## config.mk

```make
export PLATFORM = sky130hd
export DESIGN_NAME = mem_arbiter
export DESIGN_NICKNAME = d
export VERILOG_FILES = /design/src/rtl/mem_arbiter_pkg.sv /design/src/rtl/mem_arbiter_rr_arb2.sv /design/src/rtl/mem_arbiter.sv
export SDC_FILE = /design/constraint.sdc
export NUM_CORES = 1
export LEC_CHECK = 0
export CAP_MARGIN = 40
export CORE_AREA = 3 3 120 122
export DETAILED_ROUTE_END_ITERATION = 6
export DIE_AREA = 0 0 123 125
export GPL_ROUTABILITY_DRIVEN = 0
export PLACE_DENSITY = 0.86
export SLEW_MARGIN = 20
export SYNTH_ARGS = -nofsm -noshare
export SYNTH_HDL_FRONTEND = slang
export SYNTH_SLANG_ARGS = --single-unit
```

## constraint.sdc

```tcl
create_clock -name i_clk -period 7.4 [get_ports i_clk]
set_clock_uncertainty 0.1 [all_clocks]
set_input_delay 1.11 -clock i_clk [delete_from_list [all_inputs] [get_ports i_clk]]
set_output_delay 1.11 -clock i_clk [all_outputs]
set_load 0.03 [all_outputs]
```

## src/rtl/mem_arbiter_pkg.sv

```systemverilog
// mem_arbiter_pkg
// Shared definitions for the instruction/data memory arbiter: FSM state
// encoding, requester IDs and memory-latency bounds.
package mem_arbiter_pkg;

    typedef enum logic [1:0] {
        IDLE   = 2'd0,
        ACCESS = 2'd1,
        WAIT   = 2'd2,
        RESP   = 2'd3
    } state_t;

    localparam logic REQ_INST = 1'b0;
    localparam logic REQ_DATA = 1'b1;

    localparam int MEM_LAT_MIN = 1;
    localparam int MEM_LAT_MAX = 7;
    localparam int CNT_W       = 3;

endpackage

```

## src/rtl/mem_arbiter_rr_arb2.sv

```systemverilog
// rr_arb2
// Combinational two-way round-robin picker.
// Ports:
//   req[1:0]  requests, bit 0 = instruction fetch, bit 1 = data
//   last      ID of the requester served most recently
//   gnt[1:0]  one-hot grant (all zero when nothing is requested)
//   winner    ID of the granted requester
module rr_arb2
    import mem_arbiter_pkg::*;
(
    input  logic [1:0] req,
    input  logic       last,
    output logic [1:0] gnt,
    output logic       winner
);

    always_comb begin
        gnt    = 2'b00;
        winner = REQ_INST;
        case (req)
            2'b01: begin
                gnt    = 2'b01;
                winner = REQ_INST;
            end
            2'b10: begin
                gnt    = 2'b10;
                winner = REQ_DATA;
            end
            2'b11: begin
                // On conflict the requester not served last wins.
                winner = (last == REQ_INST) ? REQ_DATA : REQ_INST;
                gnt    = (winner == REQ_DATA) ? 2'b10 : 2'b01;
            end
            default: begin
                gnt    = 2'b00;
                winner = REQ_INST;
            end
        endcase
    end

endmodule

```

## src/rtl/mem_arbiter.sv

```systemverilog
// mem_arbiter
// Shares one single-port synchronous memory between the instruction-fetch
// port and the load/store port of a multicycle core. One access is
// outstanding at a time; conflicts are resolved round-robin. Read data is
// returned MEM_LAT cycles after the memory command strobe.
// Ports:
//   i_clk, i_rst                       clock, asynchronous active-high reset
//   i_i_req/i_i_addr                   fetch request and byte address
//   o_i_gnt/o_i_rvalid/o_i_rdata       fetch grant, read-data pulse, data
//   i_d_req/i_d_we/i_d_addr/i_d_wdata  load/store request
//   o_d_gnt/o_d_rvalid/o_d_rdata       data grant, load-data pulse, data
//   o_m_cs/o_m_we/o_m_addr/o_m_wdata   memory command (zero while idle)
//   i_m_rdata                          memory read data
//   o_busy                             high whenever the FSM is not IDLE
module mem_arbiter
    import mem_arbiter_pkg::*;
#(
    parameter int ADDR_WIDTH = 32,
    parameter int DATA_WIDTH = 32,
    parameter int MEM_LAT    = 1
) (
    input  logic                  i_clk,
    input  logic                  i_rst,
    input  logic                  i_i_req,
    input  logic [ADDR_WIDTH-1:0] i_i_addr,
    output logic                  o_i_gnt,
    output logic                  o_i_rvalid,
    output logic [DATA_WIDTH-1:0] o_i_rdata,
    input  logic                  i_d_req,
    input  logic                  i_d_we,
    input  logic [ADDR_WIDTH-1:0] i_d_addr,
    input  logic [DATA_WIDTH-1:0] i_d_wdata,
    output logic                  o_d_gnt,
    output logic                  o_d_rvalid,
    output logic [DATA_WIDTH-1:0] o_d_rdata,
    output logic                  o_m_cs,
    output logic                  o_m_we,
    output logic [ADDR_WIDTH-1:0] o_m_addr,
    output logic [DATA_WIDTH-1:0] o_m_wdata,
    input  logic [DATA_WIDTH-1:0] i_m_rdata,
    output logic                  o_busy
);

    // WAIT counts down from MEM_LAT-1 to 0; data is valid on the zero cycle.
    localparam logic [CNT_W-1:0] CNT_LOAD = CNT_W'(MEM_LAT - 1);

    state_t                  state;
    logic                    last;
    logic [CNT_W-1:0]        cnt;
    logic                    id_r;
    logic                    we_r;
    logic [ADDR_WIDTH-1:0]   addr_r;
    logic [DATA_WIDTH-1:0]   wdata_r;
    logic [DATA_WIDTH-1:0]   i_rdata_r;
    logic [DATA_WIDTH-1:0]   d_rdata_r;

    logic [1:0]              pick_gnt;
    logic                    pick_id;
    logic                    grant_ok;

    rr_arb2 u_rr_arb2 (
        .req    ({i_d_req, i_i_req}),
        .last   (last),
        .gnt    (pick_gnt),
        .winner (pick_id)
    );

    // Grants are only offered from IDLE, and are masked while reset is
    // asserted so every output reads zero during reset.
    assign grant_ok = (state == IDLE) && !i_rst;
    assign o_i_gnt  = grant_ok && pick_gnt[0];
    assign o_d_gnt  = grant_ok && pick_gnt[1];

    always_ff @(posedge i_clk or posedge i_rst) begin
        if (i_rst) begin
            state     <= IDLE;
            last      <= REQ_INST;
            cnt       <= '0;
            id_r      <= REQ_INST;
            we_r      <= 1'b0;
            addr_r    <= '0;
            wdata_r   <= '0;
            i_rdata_r <= '0;
            d_rdata_r <= '0;
        end else begin
            case (state)
                IDLE: begin
                    if (pick_gnt != 2'b00) begin
                        id_r    <= pick_id;
                        last    <= pick_id;
                        addr_r  <= (pick_id == REQ_DATA) ? i_d_addr : i_i_addr;
                        we_r    <= (pick_id == REQ_DATA) && i_d_we;
                        wdata_r <= (pick_id == REQ_DATA) ? i_d_wdata : '0;
                        state   <= ACCESS;
                    end
                end
                ACCESS: begin
                    if (we_r) begin
                        state <= IDLE;
                    end else begin
                        cnt   <= CNT_LOAD;
                        state <= WAIT;
                    end
                end
                WAIT: begin
                    if (cnt == '0) begin
                        if (id_r == REQ_DATA) begin
                            d_rdata_r <= i_m_rdata;
                        end else begin
                            i_rdata_r <= i_m_rdata;
                        end
                        state <= RESP;
                    end else begin
                        cnt <= cnt - CNT_W'(1);
                    end
                end
                RESP: begin
                    state <= IDLE;
                end
                default: begin
                    state <= IDLE;
                end
            endcase
        end
    end

    // Memory command is driven only during ACCESS; all fields read zero
    // otherwise.
    assign o_m_cs     = (state == ACCESS);
    assign o_m_we     = o_m_cs && we_r;
    assign o_m_addr   = o_m_cs ? addr_r  : '0;
    assign o_m_wdata  = o_m_cs ? wdata_r : '0;

    assign o_i_rvalid = (state == RESP) && (id_r == REQ_INST);
    assign o_d_rvalid = (state == RESP) && (id_r == REQ_DATA);
    assign o_i_rdata  = i_rdata_r;
    assign o_d_rdata  = d_rdata_r;
    assign o_busy     = (state != IDLE);

endmodule

```

==> results.yml, run 1 <==
layout:
  fin_util: 0.722
  most-common-layout-cells: "clkdlybuf4s50_1, dfrtp_1, and2_1"
  fin_cells: 951
  drive_above_1_share: 0.154
  layout.cells.most_common: "clkdlybuf4s50_1"
  final_nets: 901
  diodes: 0
  area_growth_pct: 55.4
routing:
  wl_um: 17500
  vias: 4898
  wire_per_inst_um: 18.4
  via_per_inst: 5.15
  final_antenna_net_count: 0
  first_pass_iters: 5
  drt_iter0_markers: 309
  drc_errors: 0
sta:
  fin_ws_ns: 2.97
  fmax_mhz: 226
  hold_viol: 0
  finalSetupTns_ns: 0
  fin_crit_ns: 4.43
  finalSetupViolations: 0
  relSlewSlack: 0.517
  drv_slew: 0
  grt_setup_unrepaired: "no"
  fin_crit_sh: 0.598
  tightest_slew_ns: 0.724
floorplanning:
  fp.dieH_um: 125
  initial_utilization: 0.465
  core_um2: 13300
  num_io_pins: 268
  dieArea_um2: 15400
  row_count: 42
  die_x_um: 123
cts:
  numCtsBuffers: 17
  ctsHoldBuffers: 0
  postCtsSetupBuffers: 0
  cts_resized: 0
  cts_tree: "yes"
  clockRootBuffer: "clkbuf_16"
  cts_buffer_depth: 2
  cts_sinks: 135
  clk_pin_slew_ns: 0.06
  clk_latency_ns: 0.41
  cts_htree_levels: 4
yosys:
  yosysWarnings: 0
  synth.largest_area_cell: "dfrtp_1"
  async_flop_share: 1.00
  syn-cell-area_um2: 6180
  syn-num-nets: 641
  ys_ff_latch: 135
  synth_top_area_frac: 0.547
  synth.area.top_cells: "dfrtp_1, mux2_4, and2_1"
  synthFlopType: "dfrtp_1"
  postSynthAreaPerCell_um2: 12.3
  yosysSeqAreaShare: 0.547
  synthCells: 502
  synth.distinct_cells: 31
  synth_edf_count: 0
setup_path:
  timing.rr.end: "o_i_rdata[21]"
  setup.worst_path.start_class: "input pin"
  critPathKind: "in2out"
  r2r_cells: 5
  cp_max_fo: 29
  cp_common_cell: "clkdlybuf4s50_1"
  cpMaxStageDelayCell: "clkdlybuf4s50_1"
  crit_chain: "clkdlybuf4s50_1 > nand2_1 > a21oi_4 > buf_16 > and2_1 > clkdlybuf4s50_1"
  rrSetupSlack_ns: 5.22
  r2r-start: "cnt[0]"
  max_stage_delay_ns: 0.66
  cp.arrival_ns: 3.22
  end_kind: "primary output"
  required_ns: 6.19
placement:
  post-dp-hpwl_um: 12600
  numPortBuffers: 267
  dp_slack_ns: 2.67
  placed_cells: 918
grt:
  grt-ovfl-total: 0
  grt_max_degree: 66
  grt_pass1_wl_um: 27700
  grtUsageTotal: 0.229
  grt_pass1_vias: 5298
  antenna_found_initial: 0
pwr:
  pwr-share-seq: 0.278
  p_clk_frac: 0.187
  power_mw: 4.64
  switching_share: 0.395
  ir_drop_v: 0.000233
  powerDensity_nw_per_um2: 483
  p_switching_mw: 1.83
  leakagePower_nw: 4.28
  combPwrFrac: 0.535
  p_int_mw: 2.80
hold_path:
  whs_path_depth: 1
  hold_path.class: "reg2reg"
  holdPathEnd: "wdata_r[25]"
  holdCritStartpoint: "wdata_r[25]"
run:
  drv_cap: 0
status:
  status: "finished, final reports clean"
Yosys cell counts (2+ instances only):
library cell  instances
a21boi_0              2
a21oi_1              57
a21oi_2               7
a22o_1               33
and2_1               67
buf_2                11
buf_4                 4
buf_6                12
clkbuf_1              7
dfrtp_1             135
ha_1                  6
inv_1                 7
mux2_2                4
mux2_4               60
nand2_1              36
nor2_1               32
nor2b_1               3
nor3_1                2
o21a_1                2
o21ai_0               3
o22ai_1               2
sequential cells by signal, indices dropped and copies added, names as in the netlist, named ones only:
register	flops
state	1
cnt	3
id_r	1
we_r	1
o_d_rdata	32
o_i_rdata	32
addr_r	32
wdata_r	32
cells by family (layout without fill, tap and decap cells):
logic type / Yosys count / after routing / share of synthesized area
flip-flops: 135 / 135 / 0.547
AO/OA/AOI/OAI: 110 / 110 / 0.121
AND/OR/NAND/NOR: 145 / 145 / 0.122
multiplexers: 65 / 65 / 0.155
adder cells (fa/ha/maj): 6 / 6 / 0.0121
buffers and inverters: 41 / 314 / 0.0441
power by group through the flow:
stage | sequential, mW | clock [mW] | combinational (mW)
4_1_cts | 1.29 | 0.882 | 2.49
2_1_floorplan | 1.60 | 0 | 1.21
5_1_grt | 1.33 | 0.919 | 2.62
6_report | 1.29 | 0.867 | 2.48
3_3_place_gp | 1.27 | 0 | 2.39
3_5_place_dp | 1.29 | 0 | 2.48
final cells by class:
cell class              instances  area, um^2
clock buffers                  20         467
clock inverters                12         148
fillers                       843        3690
inverters                       7        31.3
multi-input cells             326        2540
flip-flops and latches        135        3380
well taps                     176         220
repair buffers                275        2820
worst max-delay path by stage:
stage / start / end / slack, ns / cells past startpoint
3_3_place_gp: i_d_req / o_d_gnt / 2.77 / 5
5_1_grt: i_d_req / o_d_gnt / 2.88 / 6
4_1_cts: i_d_req / o_d_gnt / 2.67 / 5
6_report: i_d_req / o_d_gnt / 2.97 / 6
3_5_place_dp: i_d_req / o_d_gnt / 2.67 / 5
2_1_floorplan: i_rst / o_d_gnt / 1.71 / 2
per-stage QoR:
stage / hold WS, ns / area [um^2]
final: 0.394 / 9600
after floorplan: 0.358 / 6180
after global routing: 0.401 / 9600
after global placement: 0.375 / 8860
after detailed placement: 0.373 / 8960
after CTS: 0.394 / 9580
layer usage:
metal  wire (um)  track usage  vias to the layer above
met1        6950        0.282                     2412
met5           0            0                        -
met4         433       0.0893                        0
met2        8790        0.383                      221
li1            -            -                     2237
met3        1320       0.0596                       28
critical path: cells and delay by family:
| kind | cells | cell delay, ns |
|---|---|---|
| buffers and inverters | 3 | 1.52 |
| AND/OR/NAND/NOR | 2 | 0.30 |
| AO/OA/AOI/OAI | 1 | 0.28 |
No activity file was read; power rests on OpenSTA's default activity.
==> run 2, diff against run 1 <==
Settings changed: CORE_AREA 3 3 120 122 to 3 3 124 126, DIE_AREA 0 0 123 125 to 0 0 127 129, PLACE_DENSITY 0.86 to 0.81.
Clock period 7.4 ns to 4.4 ns, I/O delays scaled along.
==> results.yml, run 2 (same netlist as run 1, synthesis figures left out) <==
status:
  status: "finished, final reports clean"
sta:
  fmax_mhz: 309
  drv_slew: 0
  fin_ws_ns: 1.17
  relSlewSlack: 0.443
  finalSetupTns_ns: 0
  finalSetupViolations: 0
  tightest_slew_ns: 0.832
  fin_crit_ns: 3.23
  fin_crit_sh: 0.735
  grt_setup_unrepaired: "no"
  hold_viol: 0
setup_path:
  setup.worst_path.start_class: "flop"
  required_ns: 3.64
  end_kind: "primary output"
  cp.arrival_ns: 2.47
  critPathKind: "reg2out"
  cp_max_fo: 51
routing:
  drt_iter0_markers: 240
  final_antenna_net_count: 0
  vias: 4920
  wire_per_inst_um: 18.1
  wl_um: 17400
  via_per_inst: 5.11
  drc_errors: 0
  first_pass_iters: 5
floorplanning:
  row_count: 44
  die_x_um: 127
  core_um2: 14400
  initial_utilization: 0.429
  num_io_pins: 268
  fp.dieH_um: 129
  dieArea_um2: 16400
cts:
  cts_tree: "yes"
  cts_resized: 0
  cts_sinks: 135
  cts_htree_levels: 4
  ctsHoldBuffers: 0
  clockRootBuffer: "clkbuf_16"
  numCtsBuffers: 17
  clk_pin_slew_ns: 0.06
  cts_buffer_depth: 2
  clk_latency_ns: 0.40
  postCtsSetupBuffers: 0
placement:
  post-dp-hpwl_um: 12400
  dp_slack_ns: 1.25
  numPortBuffers: 267
layout:
  fill_cells: 1053
  diodes: 0
  layout.cells.most_common: "clkdlybuf4s50_1"
  area_growth_pct: 55.1
  most-common-layout-cells: "clkdlybuf4s50_1, dfrtp_1, and2_1"
  drive_above_1_share: 0.153
  final_nets: 904
grt:
  antenna_found_initial: 0
  gr-max-usage-layer: "met2"
  grt_pass1_vias: 5217
  grt_use_met3: 0.0801
  grt-ovfl-total: 0
  grtUsageTotal: 0.211
  met2_usage: 0.355
  grt_pass1_wl_um: 27300
  use_met1: 0.251
  grt_max_degree: 67
pwr:
  leakagePower_nw: 4.26
  powerDensity_nw_per_um2: 803
  ir_drop_v: 0.000435
run:
  drv_cap: 0
hold_path:
  hold_path.class: "reg2reg"
[run 2: changes by cell type in the layout (fill, tap and decap cells not counted)]
cell        change
clkinv_4        +1
clkinv_2        -3
clkinvlp_4      +2
inv_6           -1
buf_12          +2
clkbuf_8        -1
clkbuf_1        +3
buf_4           +3
buf_16          -2
bufinv_16       -1
[run 2: routing by layer]
metal / share of wire / wire [um]
met5: 0 / 0
met4: 0.023 / 403
met3: 0.086 / 1500
met2: 0.49 / 8610
met1: 0.40 / 6930
[run 2: worst max-delay path, cell delays in order, from the launching register on]
cell and delay, ns:
dfrtp_1 0.40, inv_1 0.11, ha_2 0.41, buf_12 0.25, and2_1 0.17, clkdlybuf4s50_1 0.71
[run 2: through the flow]
step                      power, mW  cell area, um^2  hold WS, ns  instances   util
final                          7.70             9590        0.395        962  0.665
after global routing           8.09             9590        0.406        962  0.665
after CTS                      7.76             9560        0.397        961  0.663
after detailed placement       6.31             8980        0.374        929  0.622
after global placement         6.16             8900        0.376        925  0.617
after floorplan                4.73             6180        0.358        502      -
[run 2: worst paths after layout]
check / startpoint / endpoint / slack, ns / depth (start not counted)
setup / recovery: flop / o_m_wdata[6] / 1.17 / 5
hold / removal: wdata_r[9] / wdata_r[9] / 0.40 / 1
setup reg to reg: cnt[0] / o_i_rdata[20] / 2.27 / 5
hold reg to reg: wdata_r[9] / wdata_r[9] / 0.40 / 1
max in group asynchronous: i_rst / o_i_rdata[5] / 2.35 / 6
min in group asynchronous: i_rst / wdata_r[0] / 0.60 / 3
[run 2: where the power goes]
group	total, mW	internal [mW]	switching (mW)	leakage, nW
sequential	2.17	1.83	0.346	1.61
combinational	4.13	1.94	2.19	2.37
clock	1.40	0.867	0.530	0.277
total	7.70	4.64	3.06	4.26
[run 2: layout make-up]
cell class / count / area [um^2] / share of cell area
clock buffers: 22 / 464 / 0.0484
inverters: 7 / 30.0 / 0.00313
clock inverters: 10 / 119 / 0.0124
multi-input cells: 326 / 2540 / 0.265
flip-flops and latches: 135 / 3380 / 0.352
well taps: 184 / 230 / 0.0240
repair buffers: 278 / 2830 / 0.295
==> run 3, diff against run 2 <==
Clock period 4.4 ns to 3.3 ns, I/O delays scaled along.
==> results.yml, run 3 (same netlist as run 1, synthesis figures left out) <==
status:
  status: "finished, final reports clean"
cts:
  cts_buffer_depth: 2
  cts_resized: 0
  clockRootBuffer: "clkbuf_16"
  clk_pin_slew_ns: 0.06
  cts_sinks: 135
  postCtsSetupBuffers: 0
  cts_tree: "yes"
  numCtsBuffers: 17
  ctsHoldBuffers: 0
  clk_latency_ns: 0.40
  cts_htree_levels: 4
layout:
  most-common-layout-cells: "clkdlybuf4s50_1, dfrtp_1, and2_1"
  drive_above_1_share: 0.156
  finalInstanceArea_um2: 9620
  diodes: 0
  layout.cells.most_common: "clkdlybuf4s50_1"
  fill_cells: 1062
  final_nets: 903
  area_growth_pct: 55.7
placement:
  place_area_um2: 8940
  post-dp-hpwl_um: 11900
  numPortBuffers: 267
floorplanning:
  num_io_pins: 268
  initial_utilization: 0.429
  row_count: 44
  die_x_um: 127
  fp.dieH_um: 129
  dieArea_um2: 16400
  core_um2: 14400
sta:
  fin_crit_ns: 3.03
  holdWs_ns: 0.389
  tightest_slew_ns: 0.765
  drv_slew: 0
  hold_viol: 0
  fin_crit_sh: 0.918
  finalSetupViolations: 0
  relSlewSlack: 0.490
  grt_setup_unrepaired: "no"
  fmax_mhz: 330
pwr:
  p_switching_mw: 4.07
  ir_drop_v: 0.000766
  combPwrFrac: 0.524
  p_clk_frac: 0.199
  pwr-share-seq: 0.276
  powerDensity_nw_per_um2: 1090
  p_int_mw: 6.39
  leakagePower_nw: 4.29
  switching_share: 0.389
routing:
  via_per_inst: 5.05
  first_pass_iters: 5
  wl_um: 17100
  wire_per_inst_um: 17.8
  drt_iter0_markers: 180
  drc_errors: 0
  vias: 4855
  final_antenna_net_count: 0
grt:
  grt_max_degree: 136
  grtUsageTotal: 0.209
  antenna_found_initial: 0
  grt_pass1_wl_um: 27100
  grt-ovfl-total: 0
  grt_pass1_vias: 5336
run:
  drv_cap: 0
setup_path:
  end_kind: "primary output"
  required_ns: 2.70
  cp.arrival_ns: 2.43
  setup.worst_path.start_class: "flop"
  cp_max_fo: 51
  critPathKind: "reg2out"
hold_path:
  hold_path.class: "reg2reg"
==> run 3: changes by cell type in the layout (fill, tap and decap cells not counted), sizes merged <==
cell / delta
bufinv: +3
clkbuf: -2
clkdlybuf4s50: -1
clkinv: +1
clkinvlp: -1
inv: -1
==> run 3: cell type report <==
class                   count  area [um^2]  share of cell area
multi-input cells         326         2540               0.264
clock inverters            12          198              0.0205
inverters                   7         30.0             0.00312
flip-flops and latches    135         3380               0.351
well taps                 184          230              0.0239
clock buffers              20          457              0.0475
repair buffers            277         2790               0.290
==> run 3: routing by layer <==
metal | global-route usage | share of wire | vias up | routed length, um
met5 | 0 | 0 | - | 0
li1 | - | - | 2234 | -
met4 | 0.0763 | 0.027 | 0 | 463
met3 | 0.0581 | 0.064 | 42 | 1100
met1 | 0.258 | 0.41 | 2353 | 7070
met2 | 0.352 | 0.50 | 226 | 8490
==> run 3: path summary, 6_finish.rpt <==
check                           start       endpoint  slack (ns)  depth (start not counted)
max in group asynchronous       i_rst   o_i_rdata[3]        1.92                          3
hold / removal             wdata_r[9]     wdata_r[9]        0.39                          1
hold reg to reg            wdata_r[9]     wdata_r[9]        0.39                          1
min in group asynchronous       i_rst     addr_r[25]        0.56                          3
setup / recovery                 flop  o_m_wdata[15]        0.27                          5
setup reg to reg               cnt[0]  o_d_rdata[16]        1.05                          7
==> run 3: power by group through the flow <==
stage | clock [mW] | combinational [mW] | sequential (mW)
floorplan | 0 | 2.72 | 3.59
global placement | 0 | 5.40 | 2.85
detailed placement | 0 | 5.48 | 2.90
CTS | 2.12 | 5.51 | 2.89
global route | 2.20 | 5.79 | 2.99
finish | 2.09 | 5.48 | 2.89
==> run 3: critical path, cell delays in order, from the launching register on <==
cell	delay [ns]
dfrtp_1	0.39
inv_1	0.11
ha_2	0.39
buf_12	0.25
and2_1	0.19
clkdlybuf4s50_1	0.68
==> run 3: through the flow <==
stage	utilization	total power, mW	setup WS (ns)	instances	TNS (ns)
global placement	0.620	8.25	0.583	928	0
global route	0.667	11.0	0.140	961	0
floorplan	-	6.31	-0.286	502	-0.286
CTS	0.665	10.5	0.239	960	0
detailed placement	0.620	8.38	0.589	928	0
finish	0.667	10.5	0.272	961	0
